<file path="src/rtl/riscv_pkg.sv">
// Shared types and encodings for the multicycle RISC-V control unit:
// FSM states, ALU operation codes, opcode constants and mux select codes.
package riscv_pkg;

   typedef enum logic [3:0] {
      S_FETCH, S_DECODE, S_MEMADR, S_MEMREAD, S_MEMWB, S_MEMWRITE, S_EXECR,
      S_EXECI, S_UIMM, S_ALUWB, S_BRANCH, S_JALR, S_JAL, S_TRAP
   } state_t;

   typedef enum logic [3:0] {
      ALU_ADD   = 4'd0,
      ALU_SUB   = 4'd1,
      ALU_AND   = 4'd2,
      ALU_OR    = 4'd3,
      ALU_XOR   = 4'd4,
      ALU_SLT   = 4'd5,
      ALU_SLTU  = 4'd6,
      ALU_SLL   = 4'd7,
      ALU_SRL   = 4'd8,
      ALU_SRA   = 4'd9,
      ALU_PASSB = 4'd10
   } alu_op_t;

   // How the ALU decoder interprets funct3/funct7b5 in a given state.
   typedef enum logic [2:0] {
      MODE_ADD, MODE_SUB, MODE_R, MODE_I, MODE_PASSB
   } alu_mode_t;

   localparam logic [6:0] OP_LOAD   = 7'b0000011;
   localparam logic [6:0] OP_STORE  = 7'b0100011;
   localparam logic [6:0] OP_R      = 7'b0110011;
   localparam logic [6:0] OP_I      = 7'b0010011;
   localparam logic [6:0] OP_LUI    = 7'b0110111;
   localparam logic [6:0] OP_AUIPC  = 7'b0010111;
   localparam logic [6:0] OP_BRANCH = 7'b1100011;
   localparam logic [6:0] OP_JAL    = 7'b1101111;
   localparam logic [6:0] OP_JALR   = 7'b1100111;

   localparam logic [2:0] IMM_I = 3'b000;
   localparam logic [2:0] IMM_S = 3'b001;
   localparam logic [2:0] IMM_B = 3'b010;
   localparam logic [2:0] IMM_J = 3'b011;
   localparam logic [2:0] IMM_U = 3'b100;

   localparam logic [1:0] SRC_A_PC    = 2'b00;
   localparam logic [1:0] SRC_A_OLDPC = 2'b01;
   localparam logic [1:0] SRC_A_RS1   = 2'b10;
   localparam logic [1:0] SRC_B_RS2   = 2'b00;
   localparam logic [1:0] SRC_B_IMM   = 2'b01;
   localparam logic [1:0] SRC_B_FOUR  = 2'b10;
   localparam logic [1:0] RES_ALUOUT  = 2'b00;
   localparam logic [1:0] RES_RDATA   = 2'b01;
   localparam logic [1:0] RES_ALU     = 2'b10;

   function automatic logic [2:0] imm_sel(input logic [6:0] op);
      case (op)
         OP_STORE:          return IMM_S;
         OP_BRANCH:         return IMM_B;
         OP_JAL:            return IMM_J;
         OP_LUI, OP_AUIPC:  return IMM_U;
         default:           return IMM_I;
      endcase
   endfunction

   // funct3 010/011 are not branches; they never take.
   function automatic logic br_taken(input logic [2:0] funct3, input logic zero,
                                     input logic lt, input logic ltu);
      case (funct3)
         3'b000:  return zero;
         3'b001:  return !zero;
         3'b100:  return lt;
         3'b101:  return !lt;
         3'b110:  return ltu;
         3'b111:  return !ltu;
         default: return 1'b0;
      endcase
   endfunction

endpackage

</file>
<file path="src/rtl/alu_dec.sv">
// ALU operation decoder: maps funct3/funct7b5 to an ALU op code, or forces
// ADD/SUB/PASSB when the controlling state needs a fixed operation.
module alu_dec
   import riscv_pkg::*;
#(
   parameter int ALU_CTRL_W = 4
) (
   input  logic [2:0]            funct3,
   input  logic                  funct7b5,
   input  alu_mode_t             mode,
   output logic [ALU_CTRL_W-1:0] alu_control
);

   alu_op_t aop;

   always_comb begin
      aop = ALU_ADD;
      case (mode)
         MODE_SUB:   aop = ALU_SUB;
         MODE_PASSB: aop = ALU_PASSB;
         MODE_R, MODE_I: begin
            // Immediate forms have no SUB; funct7b5 there is part of the immediate.
            case (funct3)
               3'b000: aop = (mode == MODE_R && funct7b5) ? ALU_SUB : ALU_ADD;
               3'b001: aop = ALU_SLL;
               3'b010: aop = ALU_SLT;
               3'b011: aop = ALU_SLTU;
               3'b100: aop = ALU_XOR;
               3'b101: aop = funct7b5 ? ALU_SRA : ALU_SRL;
               3'b110: aop = ALU_OR;
               3'b111: aop = ALU_AND;
            endcase
         end
         default:    aop = ALU_ADD;
      endcase
   end

   assign alu_control = ALU_CTRL_W'(aop);

endmodule

</file>
<file path="src/rtl/mc_ctrl.sv">
// Multicycle RISC-V control FSM: state-decoded datapath controls, memory
// handshake with optional wait timeout, and sticky illegal/bus-error flags.
module mc_ctrl
   import riscv_pkg::*;
#(
   parameter int ALU_CTRL_W  = 4,
   parameter int MEM_TIMEOUT = 0
) (
   input  logic                  clk,
   input  logic                  rst_n,
   input  logic [6:0]            op,
   input  logic [2:0]            funct3,
   input  logic                  funct7b5,
   input  logic                  zero,
   input  logic                  lt,
   input  logic                  ltu,
   input  logic                  mem_ready,
   output logic                  mem_req,
   output logic                  mem_write,
   output logic                  adr_src,
   output logic                  ir_write,
   output logic                  pc_write,
   output logic                  reg_write,
   output logic [1:0]            alu_src_a,
   output logic [1:0]            alu_src_b,
   output logic [1:0]            result_src,
   output logic [2:0]            imm_src,
   output logic [ALU_CTRL_W-1:0] alu_control,
   output logic                  illegal,
   output logic                  bus_err,
   output logic [3:0]            state_o
);

   localparam int CW = (MEM_TIMEOUT > 1) ? $clog2(MEM_TIMEOUT) : 1;
   localparam logic [CW-1:0] TO_LAST = CW'((MEM_TIMEOUT > 0) ? MEM_TIMEOUT - 1 : 0);

   state_t        state;
   logic [CW-1:0] wait_cnt;
   logic          timeout;
   alu_mode_t     alu_mode;

   assign timeout = (MEM_TIMEOUT != 0) && (wait_cnt == TO_LAST);
   assign imm_src = imm_sel(op);
   assign state_o = state;

   alu_dec #(.ALU_CTRL_W(ALU_CTRL_W)) u_alu_dec (
      .funct3      (funct3),
      .funct7b5    (funct7b5),
      .mode        (alu_mode),
      .alu_control (alu_control)
   );

   always_comb begin
      mem_req    = 1'b0;
      mem_write  = 1'b0;
      adr_src    = 1'b0;
      ir_write   = 1'b0;
      pc_write   = 1'b0;
      reg_write  = 1'b0;
      alu_src_a  = SRC_A_PC;
      alu_src_b  = SRC_B_RS2;
      result_src = RES_ALUOUT;
      alu_mode   = MODE_ADD;
      case (state)
         S_FETCH: begin
            mem_req    = 1'b1;
            alu_src_b  = SRC_B_FOUR;
            result_src = RES_ALU;
            ir_write   = mem_ready;
            pc_write   = mem_ready;
         end
         S_DECODE: begin
            alu_src_a = SRC_A_OLDPC;
            alu_src_b = SRC_B_IMM;
         end
         S_MEMADR: begin
            alu_src_a = SRC_A_RS1;
            alu_src_b = SRC_B_IMM;
         end
         S_MEMREAD: begin
            mem_req = 1'b1;
            adr_src = 1'b1;
         end
         S_MEMWB: begin
            result_src = RES_RDATA;
            reg_write  = 1'b1;
         end
         S_MEMWRITE: begin
            mem_req   = 1'b1;
            mem_write = 1'b1;
            adr_src   = 1'b1;
         end
         S_EXECR: begin
            alu_src_a = SRC_A_RS1;
            alu_mode  = MODE_R;
         end
         S_EXECI: begin
            alu_src_a = SRC_A_RS1;
            alu_src_b = SRC_B_IMM;
            alu_mode  = MODE_I;
         end
         S_UIMM: begin
            alu_src_b = SRC_B_IMM;
            if (op == OP_LUI) alu_mode = MODE_PASSB;
            else              alu_src_a = SRC_A_OLDPC;
         end
         S_ALUWB: reg_write = 1'b1;
         S_BRANCH: begin
            alu_src_a = SRC_A_RS1;
            alu_mode  = MODE_SUB;
            pc_write  = br_taken(funct3, zero, lt, ltu);
         end
         S_JALR: begin
            alu_src_a = SRC_A_RS1;
            alu_src_b = SRC_B_IMM;
         end
         S_JAL: begin
            alu_src_a = SRC_A_OLDPC;
            alu_src_b = SRC_B_FOUR;
            pc_write  = 1'b1;
         end
         default: ;
      endcase
      // Strobes must drop the instant reset asserts, even mid-access.
      if (!rst_n) begin
         mem_req   = 1'b0;
         mem_write = 1'b0;
         adr_src   = 1'b0;
         ir_write  = 1'b0;
         pc_write  = 1'b0;
         reg_write = 1'b0;
      end
   end

   always_ff @(posedge clk or negedge rst_n) begin
      if (!rst_n) begin
         state    <= S_FETCH;
         wait_cnt <= '0;
         illegal  <= 1'b0;
         bus_err  <= 1'b0;
      end else begin
         wait_cnt <= '0;
         unique case (state)
            S_FETCH, S_MEMREAD, S_MEMWRITE: begin
               if (mem_ready) begin
                  if (state == S_FETCH)        state <= S_DECODE;
                  else if (state == S_MEMREAD) state <= S_MEMWB;
                  else                         state <= S_FETCH;
               end else if (timeout) begin
                  state   <= S_TRAP;
                  bus_err <= 1'b1;
               end else begin
                  wait_cnt <= wait_cnt + 1'b1;
               end
            end
            S_DECODE: begin
               case (op)
                  OP_LOAD, OP_STORE: state <= S_MEMADR;
                  OP_R:              state <= S_EXECR;
                  OP_I:              state <= S_EXECI;
                  OP_LUI, OP_AUIPC:  state <= S_UIMM;
                  OP_BRANCH:         state <= S_BRANCH;
                  OP_JAL:            state <= S_JAL;
                  OP_JALR:           state <= S_JALR;
                  default: begin
                     state   <= S_TRAP;
                     illegal <= 1'b1;
                  end
               endcase
            end
            S_MEMADR: state <= op[5] ? S_MEMWRITE : S_MEMREAD;
            S_MEMWB, S_ALUWB: state <= S_FETCH;
            S_EXECR, S_EXECI, S_UIMM, S_JAL: state <= S_ALUWB;
            S_BRANCH: begin
               if (funct3 == 3'b010 || funct3 == 3'b011) begin
                  state   <= S_TRAP;
                  illegal <= 1'b1;
               end else begin
                  state <= S_FETCH;
               end
            end
            S_JALR: state <= S_JAL;
            S_TRAP: state <= S_TRAP;
            default: state <= S_TRAP;
         endcase
      end
   end

endmodule

</file>
<file path="config.mk">
export PLATFORM = sky130hd
export DESIGN_NAME = mc_ctrl
export DESIGN_NICKNAME = d
export VERILOG_FILES = /design/src/rtl/riscv_pkg.sv /design/src/rtl/alu_dec.sv /design/src/rtl/mc_ctrl.sv
export SDC_FILE = /design/constraint.sdc
export NUM_CORES = 1
export LEC_CHECK = 0
export CAP_MARGIN = 40
export CORE_MARGIN = 5
export CORE_UTILIZATION = 37
export DETAILED_ROUTE_END_ITERATION = 12
export HOLD_SLACK_MARGIN = 0.02
export PLACE_DENSITY = 0.85
export RECOVER_POWER = 25
export SYNTH_ARGS = -nofsm -noshare
export SYNTH_HDL_FRONTEND = slang
export SYNTH_SLANG_ARGS = --single-unit
</file>
<file path="constraint.sdc">
create_clock -name clk -period 1.75 [get_ports clk]
set_clock_uncertainty 0.2 [all_clocks]
set_input_delay 0.2625 -clock clk [delete_from_list [all_inputs] [get_ports clk]]
set_output_delay 0.2625 -clock clk [all_outputs]
set_load 0.005 [all_outputs]
</file>
==> After elaboration in Yosys (flattened, before gate mapping) <==
Index checks and enable logic that the tools add are counted.
{ "totals": {"inputBits": 17, "ff_bits": 5, "word_cells": 92} }
{ "classes": {"eq_ne": 35, "n_mux": 34, "n_reduce_logical": 21} }
{ "ops": {"columns": ["operator", "count"], "rows": [
  ["4-bit case mux with 7 select lines", 2],
  ["4-bit case mux with 8 select lines", 1],
  ["3-bit case mux with 4 select lines", 2],
  ["7-bit by 6-bit equality test with 1-bit output, second input constant", 3],
  ["7-bit equality test, second input constant", 3],
  ["4-bit equality test, second input constant", 5],
  ["4-bit by 3-bit equality test with 1-bit output, second input constant", 4],
  ["1-bit 2-to-1 mux", 16],
  ["3-bit equality test, second input constant", 5],
  ["7-bit by 5-bit equality test with 1-bit output, second input constant", 2],
  ["2-bit OR reduction", 7],
  ["3-bit by 2-bit equality test with 1-bit output, second input constant", 4],
  ["3-bit 2-to-1 mux", 4],
  ["4-bit case mux with 3 select lines", 1],
  ["5-bit OR reduction", 2],
  ["9-bit OR reduction", 1],
  ["4-bit by 2-bit equality test with 1-bit output, second input constant", 2],
  ["4-bit 2-to-1 mux", 2],
  ["2-bit case mux with 2 select lines", 2],
  ["7-bit by 2-bit equality test with 1-bit output, second input constant", 1],
  ["3-bit by 1-bit equality test with 1-bit output, second input constant", 2],
  ["1-bit case mux with 6 select lines", 1],
  ["2-bit case mux with 3 select lines", 1],
  ["4-bit by 1-bit equality test with 1-bit output, second input constant", 1],
  ["13 further kinds", 16]
]} }

==> Logic depth before layout (Yosys ltp) <==
Gate-level depths: netlist (run 1).
{ "logic_depth": {"ltp_word": 8, "depth_mapped": 6, "ltp_nobuf": 4} }

==> Modules after synthesis <==
A second synthesis (run 1) with hierarchy kept.
{ "hier_totals": {"cells_unflattened": 138, "hier_area_um2": 929.6} }
{ "modules_own_cells": {"columns": ["mod", "cells_per_inst", "area_per_inst_um2", "instances"], "rows": [
  ["mc_ctrl", 122, 837.1, 1],
  ["alu_dec", 16, 92.6, 1]
]} }

==> Worst setup path after synthesis (run 1) <==
No wires, ideal clock.
{ "synth_path": {"path_kind": "register to output", "startpoint": "reg state[2] (netlist: state_o[2])", "endpoint": "out pc_write", "path_slack_ns": -0.033, "stages_incl_launch_ff": 6, "path_buffers": 1, "arrival_time_ns": 1.321, "t_required_ns": 1.287, "path_cell_list": "dfrtp_1 -> or2_0 -> buf_2 -> nor3_1 -> and3_1 -> o21bai_1"} }
{ "synth_between": {"elab_chain_len": 3} }
{ "synth_lines": {"columns": ["item", "line", "text"], "rows": [
  ["start, declared", "mc_ctrl.sv:37", "state_t state;"],
  ["start signal, assigned", "mc_ctrl.sv:171", "S_MEMADR: state <= op[5] ? S_MEMWRITE : S_MEMREAD;"],
  ["4-bit equality test or 4-bit zero test (tied branches)", "mc_ctrl.sv:64", "case (state)"],
  ["1-bit case mux with 3 select lines (*)", "mc_ctrl.sv:64", null],
  ["1-bit 2-to-1 mux (*)", "mc_ctrl.sv:125", "if (!rst_n) begin"],
  ["end, declared", "mc_ctrl.sv:22", "output logic pc_write,"]
]} }
Mark *: on every way between the ends. The rest lies on a longest branch, timed or not.

==> Worst setup path after layout (run 1) <==
{ "layout_path": {"startpoint": "reg state[3] (netlist: state_o[3])", "endpoint": "out pc_write"} }
Same word-level chain as after synthesis.

==> out/metrics.json, run 1 <==
{
  "run_status": "complete, but fails checks",
  "violations_in_the_final_reports": "negative setup slack",
  "static-leakage-power_uw": 0.0009711,
  "pwr_density_cell_nw_per_um2": 1475,
  "post-route-min-period_ps": 2284,
  "rsz0062_at_grt": "yes",
  "ant_nets": 0,
  "netlist_area_sq_um": 884.6,
  "detail_route.drc_violations": 0,
  "hp-class": "reg -> reg",
  "placement_rows": 17,
  "met1_usage": 0.3007,
  "post_layout_nonfiller_instances": 250,
  "max-clock-path-buffers": 2,
  "synthesis.yosys.warnings": 0,
  "place_hpwl_mm": 2.763,
  "area_growth_pct": 135.8,
  "clock-root-buffer": "clkbuf_4",
  "sequential_power_share": 0.076,
  "globalRouteOverflowTotal": 0,
  "num_vias": 1639,
  "cts_buffers": 3,
  "crit_path_max_fanout": 13,
  "use_met2": 0.4669,
  "postSynthNetCount": 146,
  "clk-insertion-delay-late_ps": 280,
  "grt-busiest-layer": "met2",
  "synth.top_cell.area_share": 0.1414,
  "drv.max_cap_violation_count": 0,
  "finalMaxSlewViolations": 0,
  "max-vdd-ir-drop_mv": 1.197,
  "yosys-top-cells-area": "dfrtp_1, xnor2_1, a21oi_1",
  "switching_part_of_the_total": 0.4663,
  "ioPinCount": 42,
  "viasPerCell": 6.556,
  "synth_area_leader_cell": "dfrtp_1",
  "seq_area_frac_synth": 0.1414,
  "cts_tree": "done",
  "drt_first_pass_iters": 7,
  "worst-endpoint-required_ps": 1290,
  "final_layout_size_suffix_gt1_frac": 0.5946,
  "clock_power_share": 0.055,
  "worstPathArrival_ps": 1820,
  "final_net_count": 240,
  "synth_cells": 129,
  "antennaDiodeCount": 0,
  "die_w_um": 58.90,
  "cp-end-kind": "output pin",
  "start_kind": "register",
  "critPathKind": "reg -> out",
  "hold_viol_final": 0,
  "combinationalPowerShare": 0.869,
  "detail_route.iter0.violations": 121,
  "cts.reportedPaths.clkPinSlew_ps": 70,
  "initial_antenna_violation_count": 0,
  "setup_total_negative_slack_ps": -5025,
  "number_of_h_tree_branching_levels": 1,
  "finalWeightedCongestion": 0.9481,
  "final-setup-viol-count": 21,
  "synth.distinct_cells": 44,
  "final_min_period_over_clock_period": 1.305,
  "final_util": 0.9251,
  "grt_first_pass_wirelength_mm": 7.093,
  "synthFlopType": "dfrtp_1",
  "fp.dieArea_sq_um": 3469,
  "wl_per_cell_um": 24.01,
  "placement.cell_area_sq_um": 1572,
  "use_met3": 0.05702,
  "grtUsageTotal": 0.2649,
  "wirelength_mm": 6.003,
  "clock_sink_count": 5,
  "port-buffer-count": 40,
  "floorplan.initialDensity": 0.3923,
  "die_height_um": 58.90,
  "grt_pass1_vias": 1489,
  "placeableCoreArea_sq_um": 2255,
  "synth_edf_count": 0,
  "pin_count_of_the_biggest_net_entering_global_routing": 14,
  "intPower_uw": 1642,
  "power.net_switching_uw": 1435,
  "post-route-worst-setup-slack_ps": -533.8,
  "layout.cell_area.non_filler_sq_um": 2086,
  "postSynth.asyncResetShare": 1.000,
  "number_of_placed_cells_counting_well_taps": 224,
  "clock.fmax_mhz": 437.9,
  "synth-seq-cells": 5,
  "post_synth.cell_area_avg_sq_um": 6.857
}
cell families after synthesis:
family                 synth area share
buffers and inverters            0.1033
multiplexers                    0.03395
other                          0.004239
flip-flops                       0.1414
XOR/XNOR                        0.07921
AO/OA/AOI/OAI                    0.2786
AND/OR/NAND/NOR                  0.3593
critical path: stages, from the launching register on:
cell and delay, ps:
dfrtp_2 410, buf_4 140, buf_8 150, nand4bb_1 210, nor2_1 180, a32oi_1 90
o21bai_1 220, buf_2 150
cell usage in the layout (no fill, tap or decap), types with 5 or more instances in the layout:
| cell type | instances |
|---|---|
| clkdlybuf4s50_1 | 6 |
| buf_4 | 35 |
| nor2_1 | 5 |
| dlygate4sd2_1 | 9 |
| o21ai_0 | 5 |
| buf_2 | 15 |
| buf_6 | 25 |
routing by layer:
layer / up-vias / part of all wire
li1: 662 / -
met3: 40 / 0.10
met5: - / 0
met4: 0 / 0.061
met1: 794 / 0.36
met2: 143 / 0.47
repair_timing:
action | in CTS | in global routing
hold buffers | 1 | 0
pin swaps | 17 | 27
endpoints found under the setup margin | 28 | 26
endpoints found under the hold margin | 1 | 0
gates resized for setup | 129 | 66
setup buffers | 14 | 13
cell type report:
type	count	area [sq um]
sequential	5	130.1
fill	77	168.9
timing repair buffer	104	914.6
tap	28	35.03
clock buffer	4	26.28
inverter	6	32.53
multi-input combinational	103	947.2
final timing paths:
path | from | endpoint | slack (ps) | cells after the start
setup / recovery | state_o[3] | pc_write | -530 | 7
hold / removal | illegal | illegal | 280 | 1
setup reg to reg | state_o[0] | state_o[2] | -320 | 7
hold reg to reg | illegal | illegal | 280 | 1
max in group asynchronous | rst_n | state_o[3] | 480 | 2
min in group asynchronous | rst_n | state_o[0] | 320 | 2
power groups by stage:
stage / Sequential [uW] / Clock, uW / Combinational [uW]
after global routing: 234 / 171 / 2760
after detailed placement: 240 / 0 / 1490
after floorplan: 200 / 0 / 718
after CTS: 210 / 148 / 1880
after global placement: 235 / 0 / 1440
final: 235 / 169 / 2670
metrics by stage:
step                total power, uW  hold slack (ps)  setup WS (ps)
floorplan                     917.9           -233.1          43.75
global placement               1674            258.7         -612.5
detailed placement             1735            255.1         -654.4
CTS                            2243            192.6         -282.7
global route                   3170            312.2         -512.0
finish                         3077            284.9         -533.8
registers in the layout, indices dropped and copies added (netlist names):
register  flops
state_o       4
illegal       1
No activity file was read; power rests on OpenSTA's default activity.
==> run 2, diff against run 1 <==
--- a/config.mk
+++ b/config.mk
@@ -10,7 +10,7 @@
 export CORE_UTILIZATION = 37
 export DETAILED_ROUTE_END_ITERATION = 12
 export HOLD_SLACK_MARGIN = 0.02
-export PLACE_DENSITY = 0.85
+export PLACE_DENSITY = 0.82
 export RECOVER_POWER = 25
 export SYNTH_ARGS = -nofsm -noshare
 export SYNTH_HDL_FRONTEND = slang
==> run 2 against run 1 <==
The flow now stops in global routing (5_1_grt). Synthesized cell count unchanged. Synthesized area unchanged.
==> out/metrics.json, run 2 <==
{
  "haltStage": "global routing (5_1_grt)",
  "run_status": "did not finish",
  "synth_area_leader_cell": "dfrtp_1",
  "netlist_area_sq_um": 884.6,
  "number_of_h_tree_branching_levels": 1,
  "tool.error": "[ERROR DPL-0038] Utilization greater than 100%, impossible to legalize",
  "post-place-ws_ps": -743.7,
  "synth_edf_count": 0,
  "floorplan.initialDensity": 0.3923,
  "synth_cells": 129,
  "synth.top_cell.area_share": 0.1414,
  "synth-seq-cells": 5,
  "post_synth.cell_area_avg_sq_um": 6.857,
  "max-clock-path-buffers": 2,
  "cts-hold-fix-buffers": 0,
  "die_w_um": 58.90,
  "clock_sink_count": 5,
  "postSynth.asyncResetShare": 1.000,
  "synthesis.yosys.warnings": 0,
  "die_height_um": 58.90,
  "synth.distinct_cells": 44,
  "postSynthNetCount": 146,
  "worst_endpoint_kind": "output port",
  "placement.cell_area_sq_um": 1622,
  "placement_rows": 17,
  "yosys-top-cells-area": "dfrtp_1, xnor2_1, a21oi_1",
  "clock-root-buffer": "clkbuf_4",
  "pin_count_of_the_biggest_net_entering_global_routing": 14,
  "synthFlopType": "dfrtp_1",
  "place_hpwl_mm": 2.751,
  "finalWeightedCongestion": 0.8890,
  "ioPinCount": 42,
  "cts_buffers": 3,
  "repair-timing-grt-worst-ep": "pc_write",
  "port-buffer-count": 40,
  "seq_area_frac_synth": 0.1414
}
==> run 2: through the flow <==
| step | std cells | utilization |
|---|---|---|
| 2_1_floorplan | 129 | - |
| 3_3_place_gp | 229 | 0.7192 |
| 3_5_place_dp | 229 | 0.7192 |
| 4_1_cts | 259 | 0.8907 |
==> run 2: cells by family after synthesis <==
kind of cell           count (synthesis)  share of synthesized area
AO/OA/AOI/OAI                         36                     0.2786
multiplexers                           3                    0.03395
flip-flops                             5                     0.1414
XOR/XNOR                               8                    0.07921
AND/OR/NAND/NOR                       55                     0.3593
other                                  1                   0.004239
buffers and inverters                 21                     0.1033
==> run 2: repair_timing <==
action | in CTS
setup buffers | 28
pin swaps | 27
endpoints found under the setup margin | 27
gates resized for setup | 151
==> run 3, diff against run 2 <==
--- a/config.mk
+++ b/config.mk
@@ -6,11 +6,10 @@
 export NUM_CORES = 1
 export LEC_CHECK = 0
 export CAP_MARGIN = 40
-export CORE_MARGIN = 5
-export CORE_UTILIZATION = 37
+export CORE_AREA = 5 5 66 68
 export DETAILED_ROUTE_END_ITERATION = 12
-export HOLD_SLACK_MARGIN = 0.02
-export PLACE_DENSITY = 0.82
+export DIE_AREA = 0 0 71 73
+export PLACE_DENSITY_LB_ADDON = 0.15
 export RECOVER_POWER = 25
 export SYNTH_ARGS = -nofsm -noshare
 export SYNTH_HDL_FRONTEND = slang
==> constraint.sdc (replaced) <==
create_clock -name clk -period 2.3 [get_ports clk]
set_clock_uncertainty 0.2 [all_clocks]
set_input_delay 0.345 -clock clk [delete_from_list [all_inputs] [get_ports clk]]
set_output_delay 0.345 -clock clk [all_outputs]
set_load 0.005 [all_outputs]
==> run 3 against run 2 <==
The run now ends clean.
==> out/metrics.json, run 3 (synthesis gave the netlist of run 1 again) <==
{
  "run_status": "finished, final reports clean",
  "die_height_um": 73,
  "initial_antenna_violation_count": 0,
  "final_net_count": 224,
  "number_of_h_tree_branching_levels": 1,
  "rsz0062_at_grt": "no",
  "hold_viol_final": 0,
  "worst-endpoint-required_ps": 1750,
  "detail_route.iter0.violations": 14,
  "pwr_density_cell_nw_per_um2": 917.3,
  "clk-insertion-delay-late_ps": 220,
  "final_min_period_over_clock_period": 0.9715,
  "static-leakage-power_uw": 0.0008321,
  "hp-class": "in -> async",
  "placeableCoreArea_sq_um": 3799,
  "drv.max_cap_violation_count": 0,
  "post_layout_nonfiller_instances": 256,
  "globalRouteOverflowTotal": 0,
  "ioPinCount": 42,
  "cts.reportedPaths.clkPinSlew_ps": 40,
  "crit_path_max_fanout": 8,
  "layout.cell_area.non_filler_sq_um": 1750,
  "num_vias": 1243,
  "crit_chain": "buf_4 > nor2b_4 > nand2_1 > and3_1 > clkdlybuf4s50_1",
  "n_fill_cell": 412,
  "grt_pass1_vias": 1312,
  "critPathKind": "reg -> out",
  "clock.fmax_mhz": 447.5,
  "area.sequential_sq_um": 128.9,
  "area_taken_by_multi_input_logic_gates_sq_um": 734.5,
  "place_hpwl_mm": 2.744,
  "clock_sink_count": 5,
  "pin_count_of_the_biggest_net_entering_global_routing": 15,
  "viasPerCell": 4.855,
  "fp.dieArea_sq_um": 5183,
  "post-route-min-period_ps": 2234,
  "most-common-layout-cells": "buf_4, clkdlybuf4s50_1, dlygate4sd2_1",
  "cts_tree": "done",
  "number_of_placed_cells_counting_well_taps": 242,
  "max-vdd-ir-drop_mv": 0.2669,
  "crit_path_leading_delay_family": "buffers and inverters",
  "die_w_um": 71,
  "clock-root-buffer": "clkbuf_8",
  "antennaDiodeCount": 0,
  "grt_first_pass_wirelength_mm": 5.727,
  "final-setup-viol-count": 0,
  "worstPathArrival_ps": 1690,
  "cp-end-kind": "output pin",
  "finalMaxSlewViolations": 0,
  "cts-hold-fix-buffers": 0,
  "grtUsageTotal": 0.1334,
  "placement.cell_area_sq_um": 1577,
  "largest_register_ffs": 4,
  "cts_buffers": 3,
  "wl_per_cell_um": 13.37,
  "wirelength_mm": 3.422,
  "detail_route.drc_violations": 0,
  "start_kind": "register",
  "critical_path.n_buffers_inverters": 2,
  "final_layout_size_suffix_gt1_frac": 0.3398,
  "floorplan.initialDensity": 0.2329,
  "area_growth_pct": 97.88,
  "cp_slowest_stage_delay_ps": 440,
  "final_common_cell": "buf_4",
  "drt_first_pass_iters": 6,
  "max-clock-path-buffers": 2,
  "ant_nets": 0,
  "port-buffer-count": 40,
  "ff2ff_setup_slack_ps": 310,
  "placement_rows": 23,
  "cp_max_stage_cell": "dfrtp_2",
  "finalWeightedCongestion": 0.8534
}
## run 3: worst min-delay path, delay by kind of cell
kind                   cells  cell delay [ps]
buffers and inverters      3              500
## run 3: what timing repair did
item	in CTS	in global routing
setup endpoints to repair	18	9
pin swaps	6	1
setup buffers	5	6
resized for setup	38	11
## run 3: path summary, 6_finish.rpt
| kind | cells after the start | start | to |
|---|---|---|---|
| worst min register to register | 1 | illegal | illegal |
| max in group asynchronous | 3 | rst_n | state_o[0] |
| worst max register to register | 6 | state_o[1] | state_o[2] |
| worst min-delay path | 3 | rst_n | state_o[3] |
| min in group clk | 1 | illegal | illegal |
| worst max-delay path | 5 | state_o[2] | alu_src_a[1] |
## run 3: metal layers
metal,vias up,global-route usage,part of all wire
met4,0,0.03549,0.011
li1,626,-,-
met5,-,0,0
met3,4,0.01791,0.051
met2,35,0.2709,0.55
met1,578,0.1421,0.38
## run 3: report_power, final
group	internal, uW	leakage [uW]	switching [uW]
Clock	119	0.0000228	44.3
Combinational	716	0.000755	542
Sequential	125	0.0000548	59.6
Total	960	0.000832	645
## run 3: through the flow
stage	utilization	power [uW]	setup TNS, ps	setup slack [ps]	hold WS [ps]
final	0.4608	1606	0	65.52	103.1
after global routing	0.4608	1734	0	0.2457	123.3
after CTS	0.4427	1545	-220.0	-155.8	83.97
after detailed placement	0.4150	1326	-2106	-314.6	263.7
after global placement	0.4150	1311	-1920	-291.5	271.7
after floorplan	-	693.9	0	434.2	-150.6
## run 3: cell type report
cell class	count	area share
repair buffers	88	0.4325
multi-input cells	103	0.4196
flip-flops and latches	5	0.07362
well taps	50	0.03574
clock buffers	4	0.02573
inverters	6	0.01287
==> run 4, diff against run 3 <==
--- a/config.mk
+++ b/config.mk
@@ -9,6 +9,7 @@
 export CORE_AREA = 5 5 66 68
 export DETAILED_ROUTE_END_ITERATION = 12
 export DIE_AREA = 0 0 71 73
+export HOLD_SLACK_MARGIN = 0.03
 export PLACE_DENSITY_LB_ADDON = 0.15
 export RECOVER_POWER = 25
 export SYNTH_ARGS = -nofsm -noshare
==> results of run 4 <==
Final layout, timing and power as in run 3 (identical DEF).
==> edit 1, RTL diff (flow settings as in run 4) <==
`ALU_CTRL_W` is set to 4 in 2 places; all go to 6.
--- a/src/rtl/alu_dec.sv
+++ b/src/rtl/alu_dec.sv
@@ -3,7 +3,7 @@
 module alu_dec
    import riscv_pkg::*;
 #(
-   parameter int ALU_CTRL_W = 4
+   parameter int ALU_CTRL_W = 6
 ) (
    input  logic [2:0]            funct3,
    input  logic                  funct7b5,
--- a/src/rtl/mc_ctrl.sv
+++ b/src/rtl/mc_ctrl.sv
@@ -3,7 +3,7 @@
 module mc_ctrl
    import riscv_pkg::*;
 #(
-   parameter int ALU_CTRL_W  = 4,
+   parameter int ALU_CTRL_W  = 6,
    parameter int MEM_TIMEOUT = 0
 ) (
    input  logic                  clk,
Interface: changed (resized alu_control); port bits go from 42 to 44. The function was not compared with the original's and may differ.
==> edit 1 against run 4 <==
  * Sequential cell count unchanged
  * Maximum frequency down 2.1%
  * Global-route usage down 0.086 points
  * Area after synthesis up 1.7%
  * Final area down 5.1%
  * Wire length up 0.82%
  * Total power down 4.4%
  * Setup slack worse by 0.049 ns
  * Critical path type is now in -> out
  * Largest power group unchanged
==> edit 1: results (changes against run 4) <==
critical_path:
  worst_r2r_endpoint: "state_o[2]$_DFFE_PN0P_"  # unchanged
  cp.arrival_ns: 1.74  # was 1.69 ns
  critical_path.max_fanout: 2  # was 8
  worstSetupEndpoint: "alu_src_a[0]"  # was alu_src_a[1]
  rrSetupSlack_ns: 0.36  # was 0.31 ns
  rr_worst_depth: 5  # was 6
  crit_path_start: "op[6]"  # was state_o[2]$_DFFE_PN0P_
route:
  routed_wirelength_um: 3450  # was 3420 µm
  drtIter0Drc: 12  # was 14
  wl_per_cell_um: 13.9  # was 13.4 µm
  vias_per_cell: 4.96  # was 4.86
  first_pass_iters: 4  # was 6
grt:
  grt.total_usage: 0.133  # about the same
  antenna_found_initial: 0  # unchanged
  grt_pass1_vias: 1239  # was 1312
  grt_pass1_wl_um: 5650  # was 5730 µm
clocking:
  clkLatencyLatePin_ns: 0.22  # about the same
layout:
  drive_gt1_frac: 0.271  # was 0.340
  fin_nets: 217  # was 224
  largest_register_ffs: 4  # unchanged
  n_fill_cell: 423  # was 412
power_and_ir_drop:
  power_switching_uw: 632  # was 645 µW
  ir_worst_vdd_uv: 249  # was 267 µV
  leakage_nw: 0.788  # was 0.832 nW
placement:
  hpwl_um: 2760  # was 2740 µm
  gp_congestion: 0.834  # was 0.853
  dp_cells: 242  # unchanged
logic_synthesis:
  synth.area.top_cells: "dfrtp_1, xnor2_1, a21oi_1"  # unchanged
  yosys_warnings: 0  # unchanged
  avgSynthCellArea_um2: 6.87  # was 6.86 µm²
  ys_seq_area_frac: 0.139  # was 0.141
min_path:
  holdCritPathClass: "reg -> reg"  # was in -> async
outcome:
  status: "finished clean"  # unchanged
edit 1: stage by stage:
| step | power, mW | setup WS, ns | util | area (µm²) | hold slack [ns] |
|---|---|---|---|---|---|
| 6_report | 1.53 | 0.0169 | 0.437 | 1660 | 0.272 |
| 5_1_grt | 1.65 | -0.0621 | 0.437 | 1660 | 0.338 |
| 4_1_cts | 1.52 | 0.000410 | 0.433 | 1640 | 0.251 |
| 3_5_place_dp | 1.33 | -0.338 | 0.413 | 1570 | 0.272 |
| 3_3_place_gp | 1.32 | -0.283 | 0.413 | 1570 | 0.272 |
| 2_1_floorplan | 0.697 | 0.434 | - | 907 | -0.151 |
edit 1: what timing repair did:
| action | CTS | global route |
|---|---|---|
| hold buffers | 0 | 0 |
| buffers inserted | 4 | 0 |
| resized for setup | 32 | 11 |
| endpoints found under the setup margin | 17 | 8 |
| pin swaps | 3 | 2 |
| gates cloned | 0 | 0 |
edit 1: per-layer routing:
layer  wire (µm)  part of all wire  vias to the layer above  global-route usage
met5           0                 0                        -                   0
met4          90             0.026                        0              0.0418
met3         170             0.049                       14              0.0138
met2        1830              0.53                       49               0.263
met1        1350              0.39                      560               0.146
li1            -                 -                      611                   -
edit 1: logic make-up (layout without fill, tap and decap cells):
logic type	after synthesis	in the layout	share of synthesized area
AO/OA/AOI/OAI	36	36	0.274
XOR/XNOR	8	8	0.0779
buffers and inverters	23	89	0.118
flip-flops	5	5	0.139
multiplexers	3	3	0.0334
other	1	3	0.00417
AND/OR/NAND/NOR	55	55	0.353
edit 1: worst min-delay path by stage:
stage,start,cells after the start,end
floorplan,rst_n,0,illegal$_DFFE_PN0P_
global placement,illegal$_DFFE_PN0P_,1,illegal$_DFFE_PN0P_
detailed placement,illegal$_DFFE_PN0P_,1,illegal$_DFFE_PN0P_
CTS,rst_n,2,illegal$_DFFE_PN0P_
global route,illegal$_DFFE_PN0P_,1,illegal$_DFFE_PN0P_
finish,illegal$_DFFE_PN0P_,1,illegal$_DFFE_PN0P_
edit 1: area by class of cell:
cell class	count	area, µm²	area share
multi-input combinational	105	724	0.436
timing repair buffer	79	679	0.409
clock buffer	4	45.0	0.0271
sequential	5	128	0.0768
tap	50	62.6	0.0377
inverter	6	22.5	0.0136
edit 1: power by group through the flow:
stage / Combinational (mW) / Clock [mW] / Sequential, mW
after floorplan: 0.545 / 0 / 0.152
after global placement: 1.14 / 0 / 0.177
after detailed placement: 1.15 / 0 / 0.180
after CTS: 1.19 / 0.162 / 0.171
after global routing: 1.31 / 0.166 / 0.177
final: 1.21 / 0.160 / 0.170
edit 1: worst max-delay path, stage by stage:
cell	delay, ns
clkdlybuf4s50_1	0.46
nand3b_1	0.13
nor3_2	0.07
buf_4	0.14
a311o_1	0.34
a21oi_1	0.12
buf_2	0.13
==> edit 2, RTL diff (config.mk and constraints of run 4) <==
Made on the original files. Put one more register stage on the output `bus_err`, with the module's reset. The value now appears one clock later. The other outputs are not delayed to match.
--- a/src/rtl/mc_ctrl.sv
+++ b/src/rtl/mc_ctrl.sv
@@ -34,6 +34,8 @@
    localparam int CW = (MEM_TIMEOUT > 1) ? $clog2(MEM_TIMEOUT) : 1;
    localparam logic [CW-1:0] TO_LAST = CW'((MEM_TIMEOUT > 0) ? MEM_TIMEOUT - 1 : 0);
 
+   logic bus_err_s0;
+
    state_t        state;
    logic [CW-1:0] wait_cnt;
    logic          timeout;
@@ -137,7 +139,7 @@
          state    <= S_FETCH;
          wait_cnt <= '0;
          illegal  <= 1'b0;
-         bus_err  <= 1'b0;
+         bus_err_s0 <= 1'b0;
       end else begin
          wait_cnt <= '0;
          unique case (state)
@@ -148,7 +150,7 @@
                   else                         state <= S_FETCH;
                end else if (timeout) begin
                   state   <= S_TRAP;
-                  bus_err <= 1'b1;
+                  bus_err_s0 <= 1'b1;
                end else begin
                   wait_cnt <= wait_cnt + 1'b1;
                end
@@ -186,5 +188,13 @@
       end
    end
 
+   always_ff @(posedge clk or negedge rst_n) begin
+      if (!rst_n) begin
+         bus_err <= '0;
+      end else begin
+         bus_err <= bus_err_s0;
+      end
+   end
+
 endmodule
 
Formal check against the unedited RTL: equivalent (Yosys induction, for registers that start in step).
==> edit 2 against run 4 <==
  * Setup slack lost 0.0084 ns
  * Cell count decreased by 2.0%
  * Global-route usage down 0.77 points
  * Wire length is 4.1% lower
  * Total power fell by 18%
  * First-iteration DRC count rose to 3.8 times the old value
  * Critical endpoint is now alu_control[3]
  * Area after synthesis down 1.3%
  * Sequential cell count unchanged
  * Final area is 7.1% lower
  * Via count fell by 3.8%
  * Synthesized cell count increased by 0.78%
==> edit 2: results (changes against run 4) <==
outcome:
  status: "finished clean"  # unchanged
route:
  drtIter0Drc: 53  # was 14
  dr_wl_met3_um: 177  # was 173 µm
  postRouteAntennaNets: 0  # unchanged
  wl_met1_um: 1400  # was 1310 µm
  routed_wirelength_um: 3280  # was 3420 µm
  first_pass_iters: 4  # was 6
  routed-wl-met2_um: 1670  # was 1900 µm
  wl_per_cell_um: 13.1  # was 13.4 µm
  vias_per_cell: 4.76  # was 4.86
  top_layer: "met4"  # unchanged
grt:
  grt_max_degree: 13  # was 15
  grt.total_usage: 0.126  # was 0.133
  grt_pass1_vias: 1212  # was 1312
  grt_pass1_wl_um: 5400  # was 5730 µm
  antenna_found_initial: 0  # unchanged
layout:
  fin_nets: 219  # was 224
  largest_register_ffs: 4  # unchanged
  drive_gt1_frac: 0.299  # was 0.340
  n_fill_cell: 439  # was 412
  num_antenna_cells: 0  # unchanged
logic_synthesis:
  ys_seq_area_frac: 0.143  # was 0.141
  synthFlopType: "dfrtp_1"  # unchanged
  yosys_warnings: 0  # unchanged
  avgSynthCellArea_um2: 6.72  # was 6.86 µm²
  async_flop_share: 1.00  # unchanged
  synth.area.top_cells: "dfrtp_1, a21oi_1, nand2_1"  # was dfrtp_1, xnor2_1, a21oi_1
  synth_common_cells: "nand2_1, nor2_1, a21oi_1"
  yosysUniqueCellTypes: 49  # was 44
  synth_nets: 147  # was 146
clocking:
  cts-root-buf: "clkbuf_8"  # unchanged
  htree_levels: 1  # unchanged
  numCtsBuffers: 3  # unchanged
  cts_max_path_buffers: 2  # unchanged
  clkLatencyLatePin_ns: 0.22  # about the same
  clk_pin_slew_ns: 0.03
min_path:
  holdCritPathClass: "reg -> reg"  # was in -> async
placement:
  hpwl_um: 2700  # was 2740 µm
  gp_congestion: 0.876  # was 0.853
  dp_cells: 245  # was 242
  io_buffers: 40  # unchanged
power_and_ir_drop:
  ir_worst_vdd_uv: 261  # was 267 µV
  leakage_nw: 0.777  # was 0.832 nW
critical_path:
  critical_path.max_fanout: 2  # was 8
  cp.arrival_ns: 1.70
timing:
  setup_viol: 0  # unchanged
  hold_viol: 0  # unchanged
  finalSetupTns_ns: 0  # unchanged
[edit 2: through the flow]
| stage | power (mW) | hold WS (ns) | cell area, µm² | worst slack (ns) |
|---|---|---|---|---|
| 2_1_floorplan | 0.637 | -0.151 | 873 | 0.337 |
| 3_3_place_gp | 1.14 | 0.293 | 1550 | -0.559 |
| 3_5_place_dp | 1.15 | 0.283 | 1550 | -0.607 |
| 4_1_cts | 1.32 | 0.290 | 1610 | -0.0225 |
| 5_1_grt | 1.43 | 0.305 | 1630 | -0.0236 |
| 6_report | 1.32 | 0.276 | 1630 | 0.0572 |
[edit 2: area by class of cell]
class / count / area [µm²] / area share
Inverter: 8 / 30.0 / 0.0185
Timing Repair Buffer: 78 / 664 / 0.408
Multi-Input combinational cell: 106 / 698 / 0.429
Sequential cell: 5 / 126 / 0.0777
Clock buffer: 4 / 45.0 / 0.0277
Tap cell: 50 / 62.6 / 0.0385
[edit 2: layer usage]
layer  up-vias  GRT usage
met1       541      0.152
met2        41      0.236
met5         -          0
met4         0     0.0167
li1        610          -
met3         4     0.0234
[edit 2: kinds of logic (layout without fill, tap and decap cells)]
kind of cell,after synthesis,in the layout,synth area share
compound gates,36,36,0.285
xor+xnor,7,7,0.0702
fa+ha+maj,1,1,0.0115
buf+inv,19,90,0.102
flops,5,5,0.143
mux,2,2,0.0229
other cells,1,1,0.00429
simple gates,59,59,0.361
[edit 2: worst paths after layout]
path | start | end | slack [ns] | depth (start not counted)
max in group asynchronous | rst_n | state_o[1]$_DFFE_PN0P_ | 1.31 | 2
worst max register to register | state_o[1]$_DFFE_PN0P_ | state_o[2]$_DFFE_PN0P_ | 0.33 | 7
min in group asynchronous | rst_n | state_o[2]$_DFFE_PN0P_ | 0.34 | 2
worst min-delay path | illegal$_DFFE_PN0P_ | illegal$_DFFE_PN0P_ | 0.28 | 1
worst max-delay path | op[6] | alu_control[3] | 0.06 | 6
worst min register to register | illegal$_DFFE_PN0P_ | illegal$_DFFE_PN0P_ | 0.28 | 1
[edit 2: where the power goes]
part / internal (mW) / switching, mW / leakage, nW / total, mW
Clock: 0.119 / 0.0415 / 0.0228 / 0.160
Combinational: 0.528 / 0.490 / 0.698 / 1.02
Sequential: 0.118 / 0.0235 / 0.0565 / 0.141
[edit 2: what timing repair did]
item | CTS | global route
setup buffers | 2 | 0
resized for setup | 36 | 10
pin swaps | 5 | 2
setup endpoints to repair | 13 | 7
hold buffers | 0 | 0
[edit 2: worst max-delay path: stages]
cell	delay, ns
dlygate4sd2_1	0.26
nor3b_4	0.22
nand4_2	0.13
or4_4	0.52
o31ai_2	0.07
buf_2	0.15
